$ cat config.mk
export PLATFORM = sky130hd
export DESIGN_NAME = mvu_pe_simd_xnor_acc
export DESIGN_NICKNAME = d
export VERILOG_FILES = /design/src/rtl/mvau_defn.sv /design/src/rtl/mvu_popcount.sv /design/src/rtl/mvu_pe_simd_xnor_acc.sv
export SDC_FILE = /design/constraint.sdc
export NUM_CORES = 1
export LEC_CHECK = 0
export ABC_AREA = 1
export CORE_MARGIN = 3
export CORE_UTILIZATION = 46
export CTS_CLUSTER_SIZE = 16
export DETAILED_ROUTE_END_ITERATION = 6
export HOLD_SLACK_MARGIN = 0.03
export MAX_ROUTING_LAYER = met4
export PLACE_DENSITY = 0.71
export SLEW_MARGIN = 20
export SYNTH_ARGS = -nofsm -noshare
export SYNTH_HDL_FRONTEND = slang
export SYNTH_SLANG_ARGS = --single-unit
$ cat constraint.sdc
create_clock -name clk -period 2 [get_ports clk]
set_clock_uncertainty 0.15 [all_clocks]
set_input_delay 0.4 -clock clk [delete_from_list [all_inputs] [get_ports clk]]
set_output_delay 0.4 -clock clk [all_outputs]
set_load 0.005 [all_outputs]
$ cat src/rtl/mvau_defn.sv
// ---------------------------------------------------------------------------
// mvau_defn
//   Shared definitions for the binarised MVU processing element.
//   Packages cannot take parameters, so PCW/CNTW/pc_t/acc_t describe the
//   default build (SIMD=8, MAX_FOLD=256, TDstI=16). The width helper
//   functions let parameterised modules derive the same widths for any
//   configuration.
// ---------------------------------------------------------------------------
package mvau_defn;

  localparam int SIMD_DEF     = 8;
  localparam int TDSTI_DEF    = 16;
  localparam int MAX_FOLD_DEF = 256;

  localparam int PCW  = $clog2(SIMD_DEF + 1);
  localparam int CNTW = $clog2(MAX_FOLD_DEF + 1);

  typedef logic [PCW-1:0]       pc_t;
  typedef logic [TDSTI_DEF-1:0] acc_t;

  // Bits needed to hold a popcount of 0..simd.
  function automatic int pc_width(input int simd);
    return $clog2(simd + 1);
  endfunction

  // Bits needed to hold a beat count of 0..max_fold.
  function automatic int cnt_width(input int max_fold);
    return $clog2(max_fold + 1);
  endfunction

endpackage

$ cat src/rtl/mvu_popcount.sv
// ---------------------------------------------------------------------------
// mvu_popcount
//   Combinational adder-tree popcount over SIMD bits. Leaves are padded to
//   the next power of two with zeros; the tree is stored heap-style
//   (node k has children 2k+1 and 2k+2, root is node 0).
// Ports:
//   bits  in  SIMD  bits to count
//   cnt   out PCW   number of ones in bits
// ---------------------------------------------------------------------------
module mvu_popcount
  import mvau_defn::*;
#(
  parameter int SIMD = 8,
  parameter int PCW  = pc_width(SIMD)
) (
  input  logic [SIMD-1:0] bits,
  output logic [PCW-1:0]  cnt
);

  localparam int N = 1 << $clog2(SIMD);

  always_comb begin : tree
    logic [PCW-1:0] node [2*N-1];
    // NOTE: every node is assigned on every evaluation, so no latch is inferred.
    for (int i = 0; i < SIMD; i++) node[N-1+i] = PCW'(bits[i]);
    for (int i = SIMD; i < N; i++) node[N-1+i] = '0;
    for (int k = N - 2; k >= 0; k--) node[k] = node[2*k+1] + node[2*k+2];
    cnt = node[0];
  end

endmodule

$ cat src/rtl/mvu_pe_simd_xnor_acc.sv
// ---------------------------------------------------------------------------
// mvu_pe_simd_xnor_acc
//   Binarised MVU processing element. Each accepted beat XNORs a SIMD-wide
//   activation vector with a weight vector and popcounts the matches (S1);
//   S2 accumulates popcounts across the fold beats of a row and emits one
//   dot product per row. A single advance signal stalls the whole pipe when
//   a result is held by downstream back-pressure.
//
//   Optional build macro BIPOLAR_OUT_EN: when defined, out is the signed
//   +1/-1 dot product 2*matches - SIMD*beats (two's complement, TDstI bits);
//   when undefined, out is the unsigned match count.
//
// Ports:
//   clk      in   1      clock
//   rst_n    in   1      asynchronous active-low reset
//   in_v     in   1      input beat valid
//   in_rdy   out  1      input beat ready (= pipeline advance)
//   in_act   in   SIMD   activation bits, lane i = bit i
//   in_wgt   in   SIMD   weight bits, lane i = bit i
//   in_last  in   1      final beat of the current row
//   out_v    out  1      result valid
//   out_rdy  in   1      result accepted downstream
//   out      out  TDstI  dot-product result
// ---------------------------------------------------------------------------
module mvu_pe_simd_xnor_acc
  import mvau_defn::*;
#(
  parameter int SIMD     = 8,
  parameter int TDstI    = 16,
  parameter int MAX_FOLD = 256
) (
  input  logic             clk,
  input  logic             rst_n,
  input  logic             in_v,
  output logic             in_rdy,
  input  logic [SIMD-1:0]  in_act,
  input  logic [SIMD-1:0]  in_wgt,
  input  logic             in_last,
  output logic             out_v,
  input  logic             out_rdy,
  output logic [TDstI-1:0] out
);

  localparam int PC_W  = pc_width(SIMD);
  localparam int CNT_W = cnt_width(MAX_FOLD);

  // Whole pipe moves together; it only stops when a held result blocks S2.
  logic adv;
  assign adv    = !out_v || out_rdy;
  assign in_rdy = adv;

  // ---------------- S1: XNOR + popcount ----------------
  logic [SIMD-1:0] match;
  logic [PC_W-1:0] pc_comb;

  assign match = in_act ~^ in_wgt;

  mvu_popcount #(
    .SIMD (SIMD),
    .PCW  (PC_W)
  ) u_popcount (
    .bits (match),
    .cnt  (pc_comb)
  );

  logic            s1_v;
  logic            s1_last;
  logic [PC_W-1:0] s1_pc;

  // ---------------- S2: accumulate ----------------
  logic [TDstI-1:0] acc;
  logic [CNT_W-1:0] cnt;
  logic [TDstI-1:0] sum;
  logic [TDstI-1:0] result;

  assign sum = acc + TDstI'(s1_pc);

`ifdef BIPOLAR_OUT_EN
  // Beats in this row including the current (last) one.
  logic [TDstI-1:0] beats;
  assign beats  = TDstI'(cnt) + TDstI'(1);
  assign result = (sum << 1) - TDstI'(SIMD) * beats;
`else
  assign result = sum;
`endif

  // NOTE: sequential state uses non-blocking assignments so every register
  // samples pre-edge values, independent of statement order.
  always_ff @(posedge clk or negedge rst_n) begin
    if (!rst_n) begin
      s1_v    <= 1'b0;
      s1_last <= 1'b0;
      s1_pc   <= '0;
      acc     <= '0;
      cnt     <= '0;
      out_v   <= 1'b0;
      out     <= '0;
    end else if (adv) begin
      s1_v <= in_v;
      // Data is only captured on acceptance; it is don't-care otherwise.
      if (in_v) begin
        s1_pc   <= pc_comb;
        s1_last <= in_last;
      end

      // A held result was consumed (or there was none); raise out_v only
      // when a row completes this cycle, otherwise out keeps its value.
      out_v <= s1_v && s1_last;
      if (s1_v) begin
        if (s1_last) begin
          out <= result;
          acc <= '0;
          cnt <= '0;
        end else begin
          acc <= sum;
          cnt <= cnt + CNT_W'(1);
        end
      end
    end
  end

`ifndef SYNTHESIS
  // A non-last beat arriving with MAX_FOLD-1 beats already counted would
  // take the row past MAX_FOLD beats without in_last.
  a_fold_overrun : assert property (
    @(posedge clk) disable iff (!rst_n)
    !(adv && s1_v && !s1_last && (cnt == CNT_W'(MAX_FOLD - 1)))
  ) else $error("mvu_pe_simd_xnor_acc: row exceeded MAX_FOLD beats");
`endif

endmodule

; ---- Word-level counts from Yosys, hierarchy flattened
; Index checks and enable logic that the tools add are counted.
[totals]
register_bits = 39
latch_bits = 0
ramBits = 0
mem_bits_ro = 0
in_bits = 21
output_inout_bits = 18
elab_cells = 22
memories = 0
[classes]
n_addsub = 8
mul = 0
div_mod_pow = 0
order_cmp = 0
n_eq_ne = 0
shifts = 0
n_mux = 1
n_bitwise = 1
n_reduce_logical = 6
[op_table]
columns = op, n
row1 = 16-bit by 4-bit adder with 16-bit output, 1
row2 = 16-bit 2-to-1 mux, 1
row3 = 4-bit adder, 3
row4 = 1-bit by 1-bit adder with 2-bit output, 4
row5 = 8-bit bitwise XNOR, 1
row6 = 2-bit AND reduction, 2
row7 = 3-bit AND reduction, 1
row8 = 1-bit logical AND, 1
row9 = 1-bit logical NOT, 1
row10 = 1-bit logical OR, 1

; ---- Logic depth before layout (Yosys ltp)
[logic_depth]
depth_word = 4
ltp_mapped = 11
ltp_nobuf = 11

; ---- Hierarchy
; A second synthesis with hierarchy kept.
[unflattened]
hier_cells = 279
area_unflattened_um2 = 2297.2
[by_module_without_submodules]
columns = mod, n_inst, cells_each, area_each_um2, seq_area_each_um2
row1 = mvu_pe_simd_xnor_acc, 1, 250, 2095.8, 975.9
row2 = mvu_popcount, 1, 29, 201.4, 0.0

; ---- Worst setup path before layout
; No wires, ideal clock.
[synth_path]
path_type = input to register
startpoint = input port in_wgt[6]
endpoint = register s1_pc[2]
setup_ns = 0.125
arrival_ns = 2.650
required_time_ns = 1.725
slack_ns = -0.925
path_stages = 9
path_buffers = 0
path_cell_list = xnor2_1 -> ha_1 -> inv_1 -> fa_1 -> inv_1 -> fa_1 -> ha_1 -> fa_1 -> mux2_2
[synth_via]
elab_chain_cells = 4
[synth_lines]
columns = item, line
row1 = from (decl), mvu_pe_simd_xnor_acc.sv:37  ; input logic [SIMD-1:0] in_wgt,
row2 = 8-bit bitwise XNOR, mvu_pe_simd_xnor_acc.sv:56  ; assign match = in_act ~^ in_wgt;
row3 = 1-bit by 1-bit adder with 2-bit output, mvu_popcount.sv:27  ; for (int k = N - 2; k >= 0; k--) node[k] = node[2*k+1] + node[2*k+2];
row4 = 4-bit adder (2 in a row), mvu_popcount.sv:27
row5 = net pc_comb[2], mvu_pe_simd_xnor_acc.sv:54  ; logic [PC_W-1:0] pc_comb;
row6 = to (signal assigned), mvu_pe_simd_xnor_acc.sv:102  ; s1_pc <= pc_comb;
row7 = to (decl), mvu_pe_simd_xnor_acc.sv:68  ; logic [PC_W-1:0] s1_pc;
; The timed path passes the listed nets, and every way through them passes these cells.
; A chain may end at the register's enable or synchronous reset.

; ---- Worst setup path after layout
[layout_path]
startpoint = input port in_act[4]
endpoint = register s1_pc[2]
[layout_via]
elab_chain_cells = 4
[layout_lines]
columns = item, line
row1 = from (decl), mvu_pe_simd_xnor_acc.sv:36  ; input logic [SIMD-1:0] in_act,
row2 = 8-bit bitwise XNOR, mvu_pe_simd_xnor_acc.sv:56
row3 = 1-bit by 1-bit adder with 2-bit output, mvu_popcount.sv:27
row4 = 4-bit adder (2 in a row), mvu_popcount.sv:27
row5 = net pc_comb[2], mvu_pe_simd_xnor_acc.sv:54
; The timed path passes the listed nets, and every way through them passes these cells.

==> flow_summary_export.csv <==
group,metric,value,unit
synthesis,ys_async_sr_fraction,100,%
synthesis,synth-seq-cells,39,
synthesis,yosysTopAreaCell,"dfrtp_1",
cts,clk_pin_slew,0.07,ns
route,wl_per_cell,12.6,um
die,fp.dieH,77.1,um
synthesis,netlist_top_cells_area,"dfrtp_1, nand2_1, nand3_1, ha_1, inv_1",
synthesis,synth.top_cell.area_share,41.9,%
grt,grt_pass1_wl,8650,um
route,viasPerCell,4.87,
worst_hold_path,min_path_type,"flip-flop to flip-flop",
synthesis,synth_most_common_cell,"nand2_1",
cts,clockBufferDepth,2,
placed_design,place_ws,-1.51,ns
die,die-area,0.00595,mm2
die,num_rows,25,
grt,first_global_vias,2032,
route,drc,0,
synthesis,syn-cell-area,0.00233,mm2
die,ios,39,
synthesis,syn_area_per_cell,8.44,um2
layout,diodes,0,
setup_path,end_kind,"flip-flop",
setup_path,startpoint,"in_act[4]",
synthesis,ys_top_cells_by_count,"nand2_1, dfrtp_1, nand3_1, inv_1, ha_1",
setup_path,startpoint_type,"primary input",
layout,fin_util,65.2,%
timing,setup_tns,-1.88,ns
cts,ctsRootBufferMaster,"clkbuf_8",
cts,cts_max_level,2,
cts,cts_buffers,5,
cts,clock_sinks,39,
synthesis,synth_top_family_by_area,"simple AND/OR/NAND/NOR gates",
synthesis,seq_area_frac_synth,41.9,%
timing,max-slew-margin-rel,67.1,%
run_status,status,"finished with violations",
route,vias,1933,
timing,fmax,0.355,GHz
die,core-area,0.00482,mm2
synthesis,synth_compound_area_share,4.41,%
timing,final_hold_viol_count,0,
die,start_util,48.3,%
grt,overflow,0,
route,drt_iter0_drc,127,
setup_path,worst-setup-path-type,"primary input to flip-flop",
layout,fillers,425,
layout,design_area,0.00314,mm2
synthesis,syn_inst,276,
placed_design,port_buffers,38,
synthesis,ys_types,28,
setup_path,worst-path-max-fanout,1,
power_and_ir_drop,p_per_area,866,mW/mm2
cts,worstSkewPairLatency,0.29,ns
setup_path,crit_required,2.02,ns
timing,maxSlewViolCount,0,
timing,finalCritPeriodShare,141,%
synthesis,synth_fa_ha_area_share,9.67,%
synthesis,synth_xor_xnor_area_share,4.14,%
synthesis,synthSimpleGateAreaFrac,30.8,%
synthesis,synthMuxAreaShare,1.45,%
cts,cts_tree,"built",
power_and_ir_drop,irDropWorstVdd,512,uV
synthesis,synth-main-ff-cell,"dfrtp_1",
synthesis,syn_nets,312,
worst_hold_path,hold_path_startpoint,"out[5]",
setup_path,critPathArrivalTime,2.84,ns
timing,finalCriticalPeriod,2.82,ns
grt,track_usage,18.4,%
synthesis,yosysWarnings,0,
route,wirelength,5010,um
grt,grt_max_degree,40,
route,firstDrtPassIters,4,
setup_path,timing.rr.start,"s1_pc[0]",
route,ant_nets,0,
synthesis,synth_edf_count,0,
die,die_x,77.1,um
grt,antenna_found_initial,0,
placed_design,gp_congestion,0.808,
layout,drive_above_1_share,26.4,%
timing,setup_viol,3,
placed_design,post_dp_cell_area,0.00292,mm2
run_status,violations,"negative setup slack",
timing,tightestPinTransition,0.494,ns
layout,syn_to_final_growth,34.8,%
timing,worst_slack,-0.819,ns
flow_run,maxCapViolations,0,
placed_design,hpwl,3500,um
layout,fin_nets,365,
timing,rsz0062_at_grt,"yes",
power_and_ir_drop,leakage,1.56,nW
-- cells in the final DEF (no fill, tap or decap), types with 3 or more instances in the layout --
cell type	count
o21ai_0	4
fa_1	3
buf_4	10
ha_1	5
xnor2_4	4
mux2_4	3
clkbuf_8	5
ha_4	4
clkinv_2	3
nor2_1	9
dfrtp_1	39
o21ai_1	3
nand3_1	30
buf_6	8
buf_2	4
nand3b_1	5
xnor2_1	3
nand2_2	8
nor2_4	3
nand2_1	88
nor2_2	3
inv_1	21
inv_2	13
clkdlybuf4s50_1	24
-- final timing paths --
path | endpoint | slack (ns) | depth (start not counted)
min | out[5] | 0.33 | 2
min reg2reg | out[5] | 0.33 | 2
min in group asynchronous | out[15] | 0.55 | 3
max reg2reg | acc[4] | 0.08 | 8
max in group asynchronous | s1_pc[3] | 0.81 | 3
max | s1_pc[2] | -0.82 | 10
-- registers in the layout (all words and copies together) (netlist names) --
register,count
acc,16
out,16
out_v,1
s1_last,1
s1_pc,4
s1_v,1
-- report_power, final --
part           switching (mW)  internal [mW]
clock                   0.276          0.239
sequential             0.0833          0.923
combinational           0.612          0.585
total                   0.971           1.75
-- critical path, stage by stage --
cell     delay [ns]
buf_2          0.12
xnor2_2        0.21
ha_4           0.16
inv_2          0.03
fa_1           0.50
inv_2          0.04
fa_1           0.50
ha_2           0.18
fa_2           0.42
mux2_4         0.27
-- per-layer routing --
metal / GRT usage, % / up-vias / wire length (um)
li1: - / 972 / -
met4: 4.27 / 0 / 34
met2: 31.1 / 66 / 2420
met1: 22.6 / 893 / 2230
met5: - / - / 0
met3: 3.87 / 2 / 320
-- stage by stage --
step | power, mW | std cells | hold slack (ns)
floorplan | 1.70 | 276 | -0.0456
global placement | 2.06 | 387 | 0.313
detailed placement | 2.10 | 387 | 0.315
CTS | 2.66 | 396 | 0.335
global route | 2.92 | 397 | 0.351
finish | 2.72 | 397 | 0.329
-- what timing repair did --
action	CTS	global route
pin swaps	14	8
hold buffers	1	0
endpoints found under the hold margin	38	0
setup buffers	0	1
endpoints found under the setup margin	5	10
resized for setup	67	17
-- cell type report --
type                            count  area [um2]  area share, %
Multi-Input combinational cell    197        1360           43.4
Clock buffer                        5        68.8           2.19
Clock inverter                      3        15.0          0.478
Tap cell                           67        83.8           2.67
Inverter                           35         134           4.26
Timing Repair Buffer               51         499           15.9
Sequential cell                    39         976           31.1
-- logic make-up (layout without fill, tap and decap cells) --
| kind of cell | after synthesis | in the layout |
|---|---|---|
| XOR/XNOR | 11 | 11 |
| AO/OA/AOI/OAI | 16 | 16 |
| flip-flops | 39 | 39 |
| AND/OR/NAND/NOR | 152 | 152 |
| adder cells (fa/ha/maj) | 15 | 15 |
| multiplexers | 3 | 3 |
| buffers and inverters | 40 | 94 |
No activity file was read; power rests on OpenSTA's default activity.
==> RTL change: new RTL, same settings <==
Change the parameter `TDstI` from 16 to 32. Comments in the files are not updated.
--- a/src/rtl/mvu_pe_simd_xnor_acc.sv
+++ b/src/rtl/mvu_pe_simd_xnor_acc.sv
@@ -26,7 +26,7 @@
   import mvau_defn::*;
 #(
   parameter int SIMD     = 8,
-  parameter int TDstI    = 16,
+  parameter int TDstI    = 32,
   parameter int MAX_FOLD = 256
 ) (
   input  logic             clk,
Ports: changed (resized out); port bits go from 39 to 55. The function was not compared with the original's and may differ.
==> RTL change against the original RTL <==
The run still ends with setup timing left. Critical path depth did not move. Via count is 79% higher. Area after synthesis increased by 71%. Synthesized cell count grew 88%. Sequential cell count grew 32. Cell area grew 63%. Core utilization decreased by 3.8 points. Routed wire length grew 89%. Die area grew 65%. Power grew 53%. Hold slack worse by 0.0027 ns. Setup slack improved by 0.13 ns. Count of clock-buffer cells in the layout up 8. Critical endpoint unchanged. Highest routed layer unchanged.
==> RTL change: results (changes against the original RTL) <==
Placed Cells = 679 (+75%)
Non-clock buffer total of the final layout = 69 (+35%)
Maximum vdd ir drop = 396.0 uV (-23%)
IO Port Bufs = 54 (+42%)
Final Net Count = 623 (+71%)
Worst-path fanout max = 1 (unchanged)
First-pass GRT wire length = 16150 um (+87%)
Placed Instance Area = 0.004801 sq mm (+65%)
Registers with the most flip-flops = acc: 32 flops, out: 32 flops, s1_pc: 4 flops
H-tree levels = 3 (+1)
Outcome = complete, but fails checks
Wl on met1 = 4355 um (+96%)
Yosys warns = 0 (unchanged)
Area share of fa/ha/maj cells after synthesis = 5.641% (-4.0 points)
Cell Count, Final, Fillers Out = 697 (+76%)
Met1 GRT Util = 28.70% (+6.1 points)
Clock latency on the worst-skew pair = 0.35 ns (+0.06 ns)
Grt met2 use = 32.54% (+1.5 points)
Post-synth top cells = nand2_1 (229), dfrtp_1 (71), nor2_1 (40)
Max-slew headroom = 62.56% (-4.5 points)
Async S/R FF share, synth = 100.0% (unchanged)
Clk slew on worst S/H paths = 0.07 ns (about the same)
Setup TNS = -1.588 ns (+0.2880 ns)
Non-Clock Inverter Count = 42 (+20%)
Iteration-0 DRC Markers = 214 (+69%)
ClkCell Share = 3.448% (+0.78 points)
Met3 Track Usage GR = 3.997% (+0.12 points)
Avg Cell Area, Syn = 7.693 sq um (-8.8%)
Final HPWL DP = 6768 um (+93%)
Fraction of standard cell area in multi-input logic = 42.72% (-0.68 points)
Synth top area cells = dfrtp_1 (45%), nand2_1 (22%), nand3_1 (4.0%)
#MultiIn Comb = 394 (+100%)
WP data arrival = 2.78 ns (-0.06 ns)
Pin count of the biggest net entering global routing = 72 (+80%)
Crit-path max cell delay = 0.52 ns (+0.02 ns)
Metal3 WL = 560 um (+75%)
Syn_nets = 555 (+78%)
Violated checks = setup timing
Share of layout cells above drive strength 1 = 16.72% (-9.6 points)
Mux contribution to synthesized area = 1.410% (-0.041 points)
Fraction of area in registers = 34.73% (+3.6 points)
Routed vias = 3458 (+79%)
NonClk Buf Share = 13.45% (-2.5 points)
Post-synthesis xor/xnor area fraction = 4.325% (+0.19 points)
Power per cell area = 810.4 mW/mm^2 (-6.4%)
Endpoints failing setup = 3 (unchanged)
Num CTS Buffers = 9 (+4)
Register area share after synthesis = 44.50% (+2.6 points)
# clk buffers = 13 (+8)
Initial antenna violation count = 0 (unchanged)
DR WL met2 = 4391 um (+81%)
All-Layer GR Usage = 21.09% (+2.7 points)
Pleak = 0.002453 uW (+58%)
Final worst slack = -0.6898 ns (+0.1293 ns)
Compound-Gate Fraction of Synth Area = 3.949% (-0.46 points)
Synth cell types = 32 (+14%)
[RTL change: cell count changes in the layout (fill, tap and decap cells not counted), sizes merged, moves of 6 or more]
cell / before / now
nor2: 16 / 47
clkbuf: 5 / 13
nand2: 98 / 236
o21ai: 7 / 18
nand4: 0 / 6
xor2: 2 / 8
inv: 35 / 41
dfrtp: 39 / 71
clkdlybuf4s50: 24 / 40
[RTL change: repair_timing]
action	4_1_cts	5_1_grt
resized for setup	65	24
hold endpoints to repair	71	0
setup buffers	0	1
hold buffers	1	0
setup endpoints to repair	25	46
pin swaps	14	17
[RTL change: report_power, final]
group / leakage [uW] / internal [uW] / total (uW) / switching (uW)
Clock: 0.0000894 / 515 / 1040 / 527
Combinational: 0.00140 / 668 / 1360 / 692
Sequential: 0.000964 / 1610 / 1740 / 137
Total: 0.00245 / 2790 / 4150 / 1360
[RTL change: final timing paths]
check | startpoint | end | slack (ns) | cells past startpoint
worst max-delay path | in_act[4] | s1_pc[2]$_DFFE_PN0P_ | -0.69 | 10
worst min-delay path | out[12]$_DFFE_PN0P_ | out[12]$_DFFE_PN0P_ | 0.33 | 2
worst max register to register | acc[0]$_DFFE_PN0P_ | out[6]$_DFFE_PN0P_ | 0.01 | 8
worst min register to register | out[12]$_DFFE_PN0P_ | out[12]$_DFFE_PN0P_ | 0.33 | 2
max in group asynchronous | rst_n | out[21]$_DFFE_PN0P_ | 0.94 | 3
min in group asynchronous | rst_n | out[19]$_DFFE_PN0P_ | 0.45 | 3
[RTL change: per-stage QoR]
step / util (%) / setup WS [ns]
3_3_place_gp: 57.56 / -1.422
3_5_place_dp: 57.56 / -1.494
6_report: 61.34 / -0.6898
5_1_grt: 61.34 / -0.7507
2_1_floorplan: - / -0.8598
4_1_cts: 59.87 / -0.7242
